`src/rtl/fpu_dispatch_top.sv`:
```
// Multi-channel front end for the shared FPU core: round-robin arbitration of
// NUM_CH requesters onto one start/ready core, with results tagged and queued.
module fpu_dispatch_top #(
    parameter int REG_SIZE   = 32,
    parameter int OP_BITS    = 2,
    parameter int NUM_CH     = 4,
    parameter int CH_BITS    = 2,
    parameter int FIFO_DEPTH = 4
) (
    input  logic                         clk,
    input  logic                         rst,
    input  logic [NUM_CH-1:0]            req_valid,
    output logic [NUM_CH-1:0]            req_ready,
    input  logic [NUM_CH*REG_SIZE-1:0]   req_a,
    input  logic [NUM_CH*REG_SIZE-1:0]   req_b,
    input  logic [NUM_CH*OP_BITS-1:0]    req_op,
    output logic                         core_start,
    output logic [REG_SIZE-1:0]          core_a,
    output logic [REG_SIZE-1:0]          core_b,
    output logic [OP_BITS-1:0]           core_op,
    input  logic [REG_SIZE-1:0]          core_res,
    input  logic                         core_ready,
    output logic                         rsp_valid,
    input  logic                         rsp_ready,
    output logic [REG_SIZE-1:0]          rsp_res,
    output logic [CH_BITS-1:0]           rsp_ch,
    output logic                         busy
);

    localparam int PTR_BITS  = (FIFO_DEPTH > 2) ? $clog2(FIFO_DEPTH) : 1;
    localparam int CNT_BITS  = PTR_BITS + 1;
    localparam int ENTRY_W   = CH_BITS + REG_SIZE;
    localparam logic [CH_BITS:0]    CH_COUNT  = (CH_BITS+1)'(NUM_CH);
    localparam logic [CH_BITS-1:0]  LAST_CH   = CH_BITS'(NUM_CH - 1);
    localparam logic [CNT_BITS-1:0] FIFO_FULL = CNT_BITS'(FIFO_DEPTH);

    typedef enum logic [1:0] {
        IDLE  = 2'd0,
        ISSUE = 2'd1,
        WAIT  = 2'd2
    } state_t;

    state_t                state_reg;
    logic [CH_BITS-1:0]    rr_ptr_reg;
    logic [CH_BITS-1:0]    cur_ch_reg;
    logic                  core_start_reg;
    logic [REG_SIZE-1:0]   core_a_reg;
    logic [REG_SIZE-1:0]   core_b_reg;
    logic [OP_BITS-1:0]    core_op_reg;

    logic [ENTRY_W-1:0]    fifo_mem [FIFO_DEPTH];
    logic [PTR_BITS-1:0]   wr_ptr_reg;
    logic [PTR_BITS-1:0]   rd_ptr_reg;
    logic [CNT_BITS-1:0]   count_reg;

    logic [REG_SIZE-1:0]   chan_a  [NUM_CH];
    logic [REG_SIZE-1:0]   chan_b  [NUM_CH];
    logic [OP_BITS-1:0]    chan_op [NUM_CH];

    logic                  grant_found;
    logic [CH_BITS-1:0]    grant_ch;
    logic [CH_BITS:0]      scan_idx;
    logic                  space;
    logic                  accept;
    logic                  push;
    logic                  pop;
    logic [CH_BITS-1:0]    rr_next;
    logic [ENTRY_W-1:0]    head_entry;

    // Unpack the flat request buses into per-channel views.
    genvar gi;
    generate
        for (gi = 0; gi < NUM_CH; gi++) begin : g_unpack
            assign chan_a[gi]  = req_a[gi*REG_SIZE +: REG_SIZE];
            assign chan_b[gi]  = req_b[gi*REG_SIZE +: REG_SIZE];
            assign chan_op[gi] = req_op[gi*OP_BITS +: OP_BITS];
        end
    endgenerate

    // First valid channel at or above rr_ptr, wrapping modulo NUM_CH.
    always_comb begin
        grant_found = 1'b0;
        grant_ch    = '0;
        scan_idx    = '0;
        for (int k = 0; k < NUM_CH; k++) begin
            scan_idx = {1'b0, rr_ptr_reg} + (CH_BITS+1)'(k);
            if (scan_idx >= CH_COUNT) begin
                scan_idx = scan_idx - CH_COUNT;
            end
            if (!grant_found && req_valid[scan_idx[CH_BITS-1:0]]) begin
                grant_found = 1'b1;
                grant_ch    = scan_idx[CH_BITS-1:0];
            end
        end
    end

    assign space   = (count_reg < FIFO_FULL);
    // Gated by rst so req_ready reads zero throughout an asserted reset.
    assign accept  = !rst && (state_reg == IDLE) && space && grant_found;
    assign rr_next = (grant_ch == LAST_CH) ? '0 : grant_ch + 1'b1;
    assign push    = (state_reg == WAIT) && core_ready;
    assign pop     = rsp_valid && rsp_ready;

    generate
        for (gi = 0; gi < NUM_CH; gi++) begin : g_ready
            assign req_ready[gi] = accept && (grant_ch == CH_BITS'(gi));
        end
    endgenerate

    always_ff @(posedge clk or posedge rst) begin
        if (rst) begin
            state_reg      <= IDLE;
            rr_ptr_reg     <= '0;
            cur_ch_reg     <= '0;
            core_start_reg <= 1'b0;
            core_a_reg     <= '0;
            core_b_reg     <= '0;
            core_op_reg    <= '0;
        end else begin
            core_start_reg <= 1'b0;
            case (state_reg)
                IDLE: begin
                    if (accept) begin
                        core_a_reg     <= chan_a[grant_ch];
                        core_b_reg     <= chan_b[grant_ch];
                        core_op_reg    <= chan_op[grant_ch];
                        cur_ch_reg     <= grant_ch;
                        rr_ptr_reg     <= rr_next;
                        core_start_reg <= 1'b1;
                        state_reg      <= ISSUE;
                    end
                end
                ISSUE: begin
                    state_reg <= WAIT;
                end
                WAIT: begin
                    if (core_ready) begin
                        state_reg <= IDLE;
                    end
                end
                default: begin
                    state_reg <= IDLE;
                end
            endcase
        end
    end

    // Result queue; storage is cleared on reset so the head reads zero when empty.
    always_ff @(posedge clk or posedge rst) begin
        if (rst) begin
            for (int i = 0; i < FIFO_DEPTH; i++) begin
                fifo_mem[i] <= '0;
            end
        end else if (push) begin
            fifo_mem[wr_ptr_reg] <= {cur_ch_reg, core_res};
        end
    end

    always_ff @(posedge clk or posedge rst) begin
        if (rst) begin
            wr_ptr_reg <= '0;
            rd_ptr_reg <= '0;
            count_reg  <= '0;
        end else begin
            if (push) begin
                wr_ptr_reg <= (wr_ptr_reg == PTR_BITS'(FIFO_DEPTH - 1)) ? '0 : wr_ptr_reg + 1'b1;
            end
            if (pop) begin
                rd_ptr_reg <= (rd_ptr_reg == PTR_BITS'(FIFO_DEPTH - 1)) ? '0 : rd_ptr_reg + 1'b1;
            end
            case ({push, pop})
                2'b10:   count_reg <= count_reg + 1'b1;
                2'b01:   count_reg <= count_reg - 1'b1;
                default: count_reg <= count_reg;
            endcase
        end
    end

    assign head_entry = fifo_mem[rd_ptr_reg];
    assign rsp_valid  = (count_reg != '0);
    assign rsp_res    = head_entry[REG_SIZE-1:0];
    assign rsp_ch     = head_entry[ENTRY_W-1:REG_SIZE];

    assign core_start = core_start_reg;
    assign core_a     = core_a_reg;
    assign core_b     = core_b_reg;
    assign core_op    = core_op_reg;
    assign busy       = (state_reg != IDLE);

endmodule
```
`config.mk`:
```
export PLATFORM = sky130hd
export DESIGN_NAME = fpu_dispatch_top
export DESIGN_NICKNAME = d
export VERILOG_FILES = /design/src/rtl/fpu_dispatch_top.sv
export SDC_FILE = /design/constraint.sdc
export NUM_CORES = 1
export LEC_CHECK = 0
export BUFFER_PORTS_ARGS = -buffer_cell sky130_fd_sc_hd__buf_2
export CAP_MARGIN = 20
export CORE_ASPECT_RATIO = 2
export CORE_MARGIN = 2
export CORE_UTILIZATION = 46
export DETAILED_ROUTE_END_ITERATION = 8
export PLACE_DENSITY = 0.85
export SLEW_MARGIN = 20
export SYNTH_ARGS = -nofsm -noshare
export SYNTH_HDL_FRONTEND = slang
export SYNTH_SLANG_ARGS = --single-unit
```
`constraint.sdc`:
```
create_clock -name clk -period 7.95 [get_ports clk]
set_input_delay 1.59 -clock clk [delete_from_list [all_inputs] [get_ports clk]]
set_output_delay 1.59 -clock clk [all_outputs]
set_load 0.02 [all_outputs]
```
# After elaboration in Yosys (flattened, before gate mapping)
# Cells that the tools add are included.
# totals
regBits,216
output_inout_bits,107
word_cells,121
# op_classes
n_addsub,12
magnitude_cmp,13
n_eq_ne,11
n_mux,44
bitwise_logic,3
n_reduce_logical,24
# op_table
op,count
bitwise mux 136 bit,1
binary-select mux 32 bit (select 2 bit),2
two-way mux 32 bit,4
two-way mux 34 bit,3
binary-select mux 34 bit (select 2 bit),1
demux 34 bit (select 2 bit),1
two-way mux 2 bit,15
"greater-or-equal comparator 3 bit, second input constant",6
logical AND 1 bit,13
"equality test 2 bit, second input constant",6
"< comparator 2 x 3 -> 1 bit, second input constant",4
two-way mux 1 bit,10
NOT 2 -> 3 bit,3
binary-select mux 1 bit (select 2 bit),4
"subtractor 2 x 1 -> 2 bit, second input constant",4
"adder 2 x 1 -> 2 bit, second input constant",3
"adder 2 x 2 -> 3 bit, second input constant",2
"equality test 2 x 1 -> 1 bit, second input constant",3
one-hot mux 2 bit (3 select lines),1
one-hot mux 3 bit (2 select lines),1
binary-select mux 2 bit (select 2 bit),1
zero test 1 bit,4
zero test 2 bit,2
"!= test 2 bit, second input constant",2
other kinds (9),11

# Longest topological paths before layout
# Gate-level depths: netlist (run 1).
# depth
ltp_word,18
mapped_depth,9
mapped_depth_nobuf,9

# Least setup slack after synthesis (run 1)
# Ideal clock, no wire load.
# synth_timing
path_kind,input to output
startpoint,input port req_valid[1]
endpoint,output port req_ready[2]
arrival_time_ns,2.990
t_required_ns,6.360
path_slack_ns,3.370
stages,7
n_path_buf,2
cell_sequence,buf_4 > nor4_1 > or4_1 > buf_6 > inv_8 > o221ai_1 > nor2b_1
# synth_via
elab_chain_len,14
# synth_rtl
item,line_no,source
"start, declared",12,"input logic [NUM_CH-1:0] req_valid,"
binary-select mux 1 bit (select 2 bit),90,if (!grant_found && req_valid[scan_idx[CH_BITS-1:0]]) begin
two-way mux 1 bit (implied by the code),90,
two-way mux 1 bit,90,
zero test 1 bit,90,
logical AND 1 bit,90,
two-way mux 1 bit,90,
zero test 1 bit,90,
logical AND 1 bit,90,
two-way mux 1 bit,90,
zero test 1 bit,90,
logical AND 1 bit,90,
two-way mux 2 bit / two-way mux 1 bit (equally long branches),90,
equality test 2 bit / logical AND 1 bit (equally long branches),"106, 99",
logical AND 1 bit *,106,assign req_ready[gi] = accept && (grant_ch == CH_BITS'(gi));
"end, declared",13,"output logic [NUM_CH-1:0] req_ready,"
# Every way passes the cells marked *; elsewhere a longest branch is shown, timed or not. The select of a mux whose other input is x is not followed.

# Worst setup path in the final report (run 1)
# layout_timing
startpoint,input port req_valid[3]
endpoint,output port req_ready[0]
# layout_via
elab_chain_len,14
# layout_rtl
item,line_no
binary-select mux 1 bit (select 2 bit),90
two-way mux 1 bit (implied by the code),90
two-way mux 1 bit,90
zero test 1 bit,90
logical AND 1 bit,90
two-way mux 1 bit,90
zero test 1 bit,90
logical AND 1 bit,90
two-way mux 1 bit,90
zero test 1 bit,90
logical AND 1 bit,90
two-way mux 2 bit / two-way mux 1 bit (equally long branches),90
zero test 2 bit / logical AND 1 bit (equally long branches),"106, 99"
logical AND 1 bit *,106
# Marked as above.

==> results of run 1 <==
-- logic make-up (layout without fill, tap and decap cells) --
kind of cell             count (synthesis)  after routing  share of synthesized area [%]
XOR/XNOR                                 3              3                          0.229
other                                    0              4                              0
AND/OR/NAND/NOR                        237            237                           9.75
AO/OA/AOI/OAI                          218            218                           16.7
flip-flops                             216            216                           47.1
multiplexers                           174            174                           20.4
adder cells (fa/ha/maj)                  7              7                          0.829
buffers and inverters                  108            470                           4.99
-- metal layers --
metal	track usage [%]	wire length (um)	vias to the layer above
met5	0	11	-
met4	16.4	2480	2
met3	5.14	3020	160
met1	30.5	12400	4955
li1	-	-	4355
met2	45.8	18300	648
-- final timing paths --
| path | startpoint | end | slack (ns) | cells after the start |
|---|---|---|---|---|
| setup / recovery | req_valid[3] | req_ready[0] | 2.36 | 7 |
| hold / removal | count_reg[2]$_DFFE_PP0P_ | count_reg[2]$_DFFE_PP0P_ | 0.50 | 1 |
| setup reg to reg | rr_ptr_reg[1]$_DFFE_PP0P_ | core_b[27]$_DFFE_PP0P_ | 5.43 | 5 |
| hold reg to reg | count_reg[2]$_DFFE_PP0P_ | count_reg[2]$_DFFE_PP0P_ | 0.50 | 1 |
| max in group asynchronous | rst | fifo_mem[110]$_DFFE_PP0P_ | 5.33 | 3 |
| min in group asynchronous | rst | count_reg[2]$_DFFE_PP0P_ | 1.22 | 2 |
-- cell usage in the layout, fill, tap and decap left out, drive strengths merged, types with 2 or more instances in the layout --
master    synthesis  routed
ha                6       6
mux4             34      34
nand4            66      66
o211ai           66      66
xor2              2       2
buf              49     422
a41oi            66      66
or4               2       2
nor4              2       2
mux2            138     138
bufinv            0       3
diode             0       4
clkinv            0       2
clkinvlp          0       3
dfrtp           216     216
mux2i             2       2
nor2             77      77
a21oi            70      70
clkbuf           47      29
nor3              2       2
nor2b             3       3
inv              12      11
o21a              2       2
a21o              3       3
nand2            77      77
nand2b            3       3
or2               2       2
o21ai             5       5
-- metrics by stage --
| step | area (sq um) | setup slack [ns] | hold WS (ns) | utilization, % |
|---|---|---|---|---|
| 2_1_floorplan | 11500 | 0.452 | 0.447 | - |
| 5_1_grt | 14300 | 2.24 | 0.509 | 58.4 |
| 3_5_place_dp | 13600 | 2.38 | 0.490 | 55.3 |
| 4_1_cts | 14300 | 2.38 | 0.504 | 58.3 |
| 3_3_place_gp | 13600 | 2.39 | 0.481 | 55.3 |
| 6_report | 14300 | 2.36 | 0.500 | 58.4 |
-- worst reg2reg max path, cell delays in order, from the launching register on --
cell and delay (ns):
dfrtp_1 0.56, a21o_1 0.28, a221oi_4 0.28, buf_4 0.67
nand2_1 0.38, a41oi_1 0.26
-- cell type report --
class	count	area, sq um	area share (%)
tap	332	415	2.90
antenna	4	10.0	0.0699
timing repair buffer	422	2140	15.0
inverter	12	65.1	0.454
multi-input combinational	639	5540	38.7
clock inverter	7	121	0.848
sequential	216	5410	37.8
clock buffer	29	616	4.30
-- power by group through the flow --
stage               logic (W)  clock network [W]  registers (W)
floorplan             0.00180                  0        0.00206
global placement      0.00266                  0        0.00191
detailed placement    0.00273                  0        0.00195
CTS                   0.00274            0.00109        0.00194
global route          0.00293            0.00114        0.00201
finish                0.00274            0.00107        0.00194
==> results.json, run 1 <==
{
  "dr.pass1.iters": 7,
  "p_int_w": 0.00343,
  "path_cells": "buf_2 > buf_4 > and4b_1 > a211o_2 > buf_4 > and2_1 > buf_2",
  "cts_tree": "done",
  "synth_ff_type": "dfrtp_1",
  "die_area_sq_um": 26300,
  "grt_use_total_pct": 26.8,
  "ant_nets": 0,
  "post_cts_buffers": 0,
  "critPathTopFamily": "buffers and inverters",
  "max_cap_viol_count": 0,
  "yosysWarnings": 0,
  "htreeDepth": 1,
  "cts_sinks": 216,
  "powerDensity_nw_per_um2": 401,
  "setup_tns_ns": 0,
  "fillers": 2028,
  "post-synth-top-count-cell": "dfrtp_1",
  "start_kind": "primary input",
  "grt-ovfl-total": 0,
  "cts-buffers-inserted": 20,
  "fin_worst_skew_ns": 0.00824,
  "core_area_sq_um": 24500,
  "period_needed_ns": 5.59,
  "cts_max_path_buffers": 3,
  "synthesis.nets": 1274,
  "synth.area.top_cells": "dfrtp_1 (47%), mux2_2 (14%), mux4_2 (6.7%)",
  "grt_pass1_vias": 10667,
  "min_period_over_period_pct": 70.4,
  "slew_headroom_pct": 26.9,
  "postSynth.asyncResetShare_pct": 100,
  "grt_first_pass_wirelength_um": 55700,
  "cp.arrival_ns": 4.00,
  "combPwrFrac_pct": 47.6,
  "drive_above_1_share_pct": 53.4,
  "p_total_w": 0.00575,
  "peakVddDrop_uv": 244,
  "clk_latency_ns": 0.50,
  "synth_cells": 963,
  "synth_area_per_cell_sq_um": 11.9,
  "cts-root-buf": "clkbuf_16",
  "drt_iter0_drc": 869,
  "outcome": "completed",
  "area_growth_pct": 24.8,
  "clkPwrFrac_pct": 18.6,
  "start_util_pct": 46.8,
  "hold_violations": 0,
  "crit_type": "primary input to output pin",
  "switching_share_pct": 40.3,
  "die_y_um": 227,
  "layout.nets": 1622,
  "finalNonFillerCells": 1661,
  "drc": 0,
  "end_kind": "output pin",
  "synth-edff-count": 0,
  "die_w_um": 116,
  "post_drt_wl_per_cell_um": 21.8,
  "synth_top_area_cell": "dfrtp_1",
  "antenna_found_initial": 5,
  "crit_buf_inv": 4,
  "drt_wl_total_um": 36200,
  "portBuffers": 410,
  "gp_congestion": 1.01,
  "route.vias.total": 10120,
  "num_io_pins": 411,
  "p_leak_nw": 6.35,
  "largest_reg_flops": 136,
  "rows": 81,
  "dpl.cell_count": 1621,
  "synth_cell_types": 44,
  "slowest_stage": "buf_4",
  "clk_pin_slew_ns": 0.07,
  "maxClockFrequency_ghz": 0.179,
  "p_seq_share_pct": 33.8,
  "ctsResizeCount": 0,
  "rsz0062_at_grt": "no",
  "ys_seq_area_share_pct": 47.1,
  "grt_max_degree": 150,
  "drv_slew": 0,
  "drt-vias-per-instance": 6.09,
  "hold_buffers": 0,
  "required_ns": 6.36,
  "synth_common_cells": "dfrtp_1 (216), mux2_2 (138), nand2_1 (77), nor2_1 (76)",
  "worst_path_largest_cell_delay_ns": 0.54,
  "switching_power_w": 0.00232,
  "hold_class": "flop to flop",
  "path_max_fanout": 67,
  "finalSetupViolCount": 0,
  "worst_pin_slew_ns": 1.10,
  "yosysTopAreaCellShare_pct": 47.1,
  "dp_hpwl_um": 24700,
  "ys_ff_latch": 216,
  "syn_area_sq_um": 11500
}
Power figures use the tool's default switching activity.
==> run 2, diff against run 1 <==
--- a/config.mk
+++ b/config.mk
@@ -7,11 +7,10 @@
 export LEC_CHECK = 0
 export BUFFER_PORTS_ARGS = -buffer_cell sky130_fd_sc_hd__buf_2
 export CAP_MARGIN = 20
-export CORE_ASPECT_RATIO = 2
-export CORE_MARGIN = 2
-export CORE_UTILIZATION = 46
+export CORE_AREA = 2 2 158 160
 export DETAILED_ROUTE_END_ITERATION = 8
-export PLACE_DENSITY = 0.85
+export DIE_AREA = 0 0 160 162
+export PLACE_DENSITY = 0.84
 export SLEW_MARGIN = 20
 export SYNTH_ARGS = -nofsm -noshare
 export SYNTH_HDL_FRONTEND = slang
==> constraint.sdc (replaced) <==
create_clock -name clk -period 5.2 [get_ports clk]
set_input_delay 1.04 -clock clk [delete_from_list [all_inputs] [get_ports clk]]
set_output_delay 1.04 -clock clk [all_outputs]
set_load 0.02 [all_outputs]
==> results.json, run 2 (synthesis results as in run 1) <==
{
  "route.vias.total": 10280,
  "crit_type": "primary input to output pin",
  "required_ns": 4.16,
  "start_kind": "primary input",
  "htreeDepth": 1,
  "period_needed_ns": 4.08,
  "ant_nets": 0,
  "rsz0062_at_grt": "no",
  "clk_pin_slew_ns": 0.06,
  "hold_path_depth": 1,
  "drive_above_1_share_pct": 53.9,
  "switching_share_pct": 41.1,
  "grt_max_degree": 104,
  "p_int_w": 0.00531,
  "die_y_um": 162,
  "cts_max_path_buffers": 3,
  "cts-buffers-inserted": 24,
  "drv_slew": 0,
  "path_max_fanout": 71,
  "layout.nets": 1632,
  "setup_tns_ns": 0,
  "antenna_found_initial": 17,
  "dr.pass1.iters": 6,
  "hold_buffers": 0,
  "clk_latency_ns": 0.52,
  "p_total_w": 0.00901,
  "cts_tree": "done",
  "drt-vias-per-instance": 6.11,
  "grt_pass1_vias": 10684,
  "num_io_pins": 411,
  "end_kind": "output pin",
  "layout_commonest_cell": "buf_2",
  "area_growth_pct": 26.3,
  "core_area_sq_um": 24100,
  "peakVddDrop_uv": 365,
  "drc": 0,
  "powerDensity_nw_per_um2": 622,
  "cp.arrival_ns": 3.04,
  "slew_headroom_pct": 28.3,
  "p_leak_nw": 6.43,
  "p_seq_share_pct": 34.4,
  "outcome": "completed",
  "maxClockFrequency_ghz": 0.245,
  "switching_power_w": 0.00370,
  "final_cell_mix": "buf_2 (410), dfrtp_1 (214), mux2_2 (138), nor2_1 (76), nand2_1 (73)",
  "grt_use_total_pct": 30.1,
  "hold_violations": 0,
  "largest_reg_flops": 136,
  "die_w_um": 160,
  "combPwrFrac_pct": 46.2,
  "min_period_over_period_pct": 78.5,
  "drt_wl_total_um": 40100,
  "worst_pin_slew_ns": 1.07,
  "drt_iter0_drc": 1040,
  "die_area_sq_um": 25900,
  "ctsResizeCount": 0,
  "dp_hpwl_um": 27600,
  "max_cap_viol_count": 0,
  "cts-root-buf": "clkbuf_16",
  "gp_congestion": 1.01,
  "fin_worst_skew_ns": 0.0117,
  "rows": 57,
  "ff2ff_path_depth": 5,
  "grt-ovfl-total": 0,
  "finalSetupViolCount": 0,
  "hold_class": "flop to flop",
  "post_cts_buffers": 0,
  "clkPwrFrac_pct": 19.4,
  "post_drt_wl_per_cell_um": 23.8,
  "cts_sinks": 216,
  "grt_first_pass_wirelength_um": 60900,
  "start_util_pct": 47.6,
  "portBuffers": 410
}
run 2: area by class of cell:
cell class / count / area [sq um]
inverters: 12 / 56.3
diodes: 21 / 52.6
clock inverters: 9 / 96.3
clock buffers: 33 / 716
flip-flops and latches: 216 / 5410
well taps: 324 / 405
fillers: 1964 / 9620
multi-input cells: 639 / 5540
repair buffers: 428 / 2210
run 2: final timing paths:
| kind | start | to | slack, ns |
|---|---|---|---|
| worst min-delay path | fifo_mem[55]$_DFFE_PP0P_ | fifo_mem[55]$_DFFE_PP0P_ | 0.50 |
| max in group asynchronous | rst | rd_ptr_reg[0]$_DFFE_PP0P_ | 3.54 |
| worst max register to register | rr_ptr_reg[0]$_DFFE_PP0P_ | core_b[4]$_DFFE_PP0P_ | 2.70 |
| min in group asynchronous | rst | wr_ptr_reg[1]$_DFFE_PP0P_ | 0.61 |
| worst min register to register | fifo_mem[55]$_DFFE_PP0P_ | fifo_mem[55]$_DFFE_PP0P_ | 0.50 |
| worst max-delay path | req_valid[1] | req_ready[3] | 1.12 |
run 2: power by group through the flow:
stage	clock [W]	sequential [W]	combinational [W]
after floorplan	0	0.00316	0.00276
after global placement	0	0.00304	0.00405
after detailed placement	0	0.00311	0.00415
after CTS	0.00176	0.00309	0.00417
after global routing	0.00182	0.00320	0.00444
final	0.00174	0.00310	0.00417
run 2: per-layer routing:
metal	track usage (%)	routed length, um	vias up
met3	6.44	3370	123
met2	50.6	19900	576
li1	-	-	4391
met5	0	0	-
met1	37.5	15100	5190
met4	13.7	1780	0
run 2: critical path, cell delays in order:
cell,delay (ns)
buf_2,0.22
nor4_1,0.11
or4_4,0.54
inv_8,0.37
o221ai_1,0.38
nor2_1,0.20
buf_2,0.18
run 2: per-stage QoR:
stage | utilization [%] | cells | setup WS [ns] | cell area [sq um] | hold WS (ns)
3_5_place_dp | 56.5 | 1619 | 1.17 | 13600 | 0.486
3_3_place_gp | 56.5 | 1619 | 1.18 | 13600 | 0.481
4_1_cts | 59.9 | 1661 | 1.16 | 14400 | 0.502
6_report | 60.1 | 1682 | 1.12 | 14500 | 0.501
5_1_grt | 60.0 | 1676 | 1.01 | 14500 | 0.515
2_1_floorplan | - | 963 | 1.35 | 11500 | 0.447
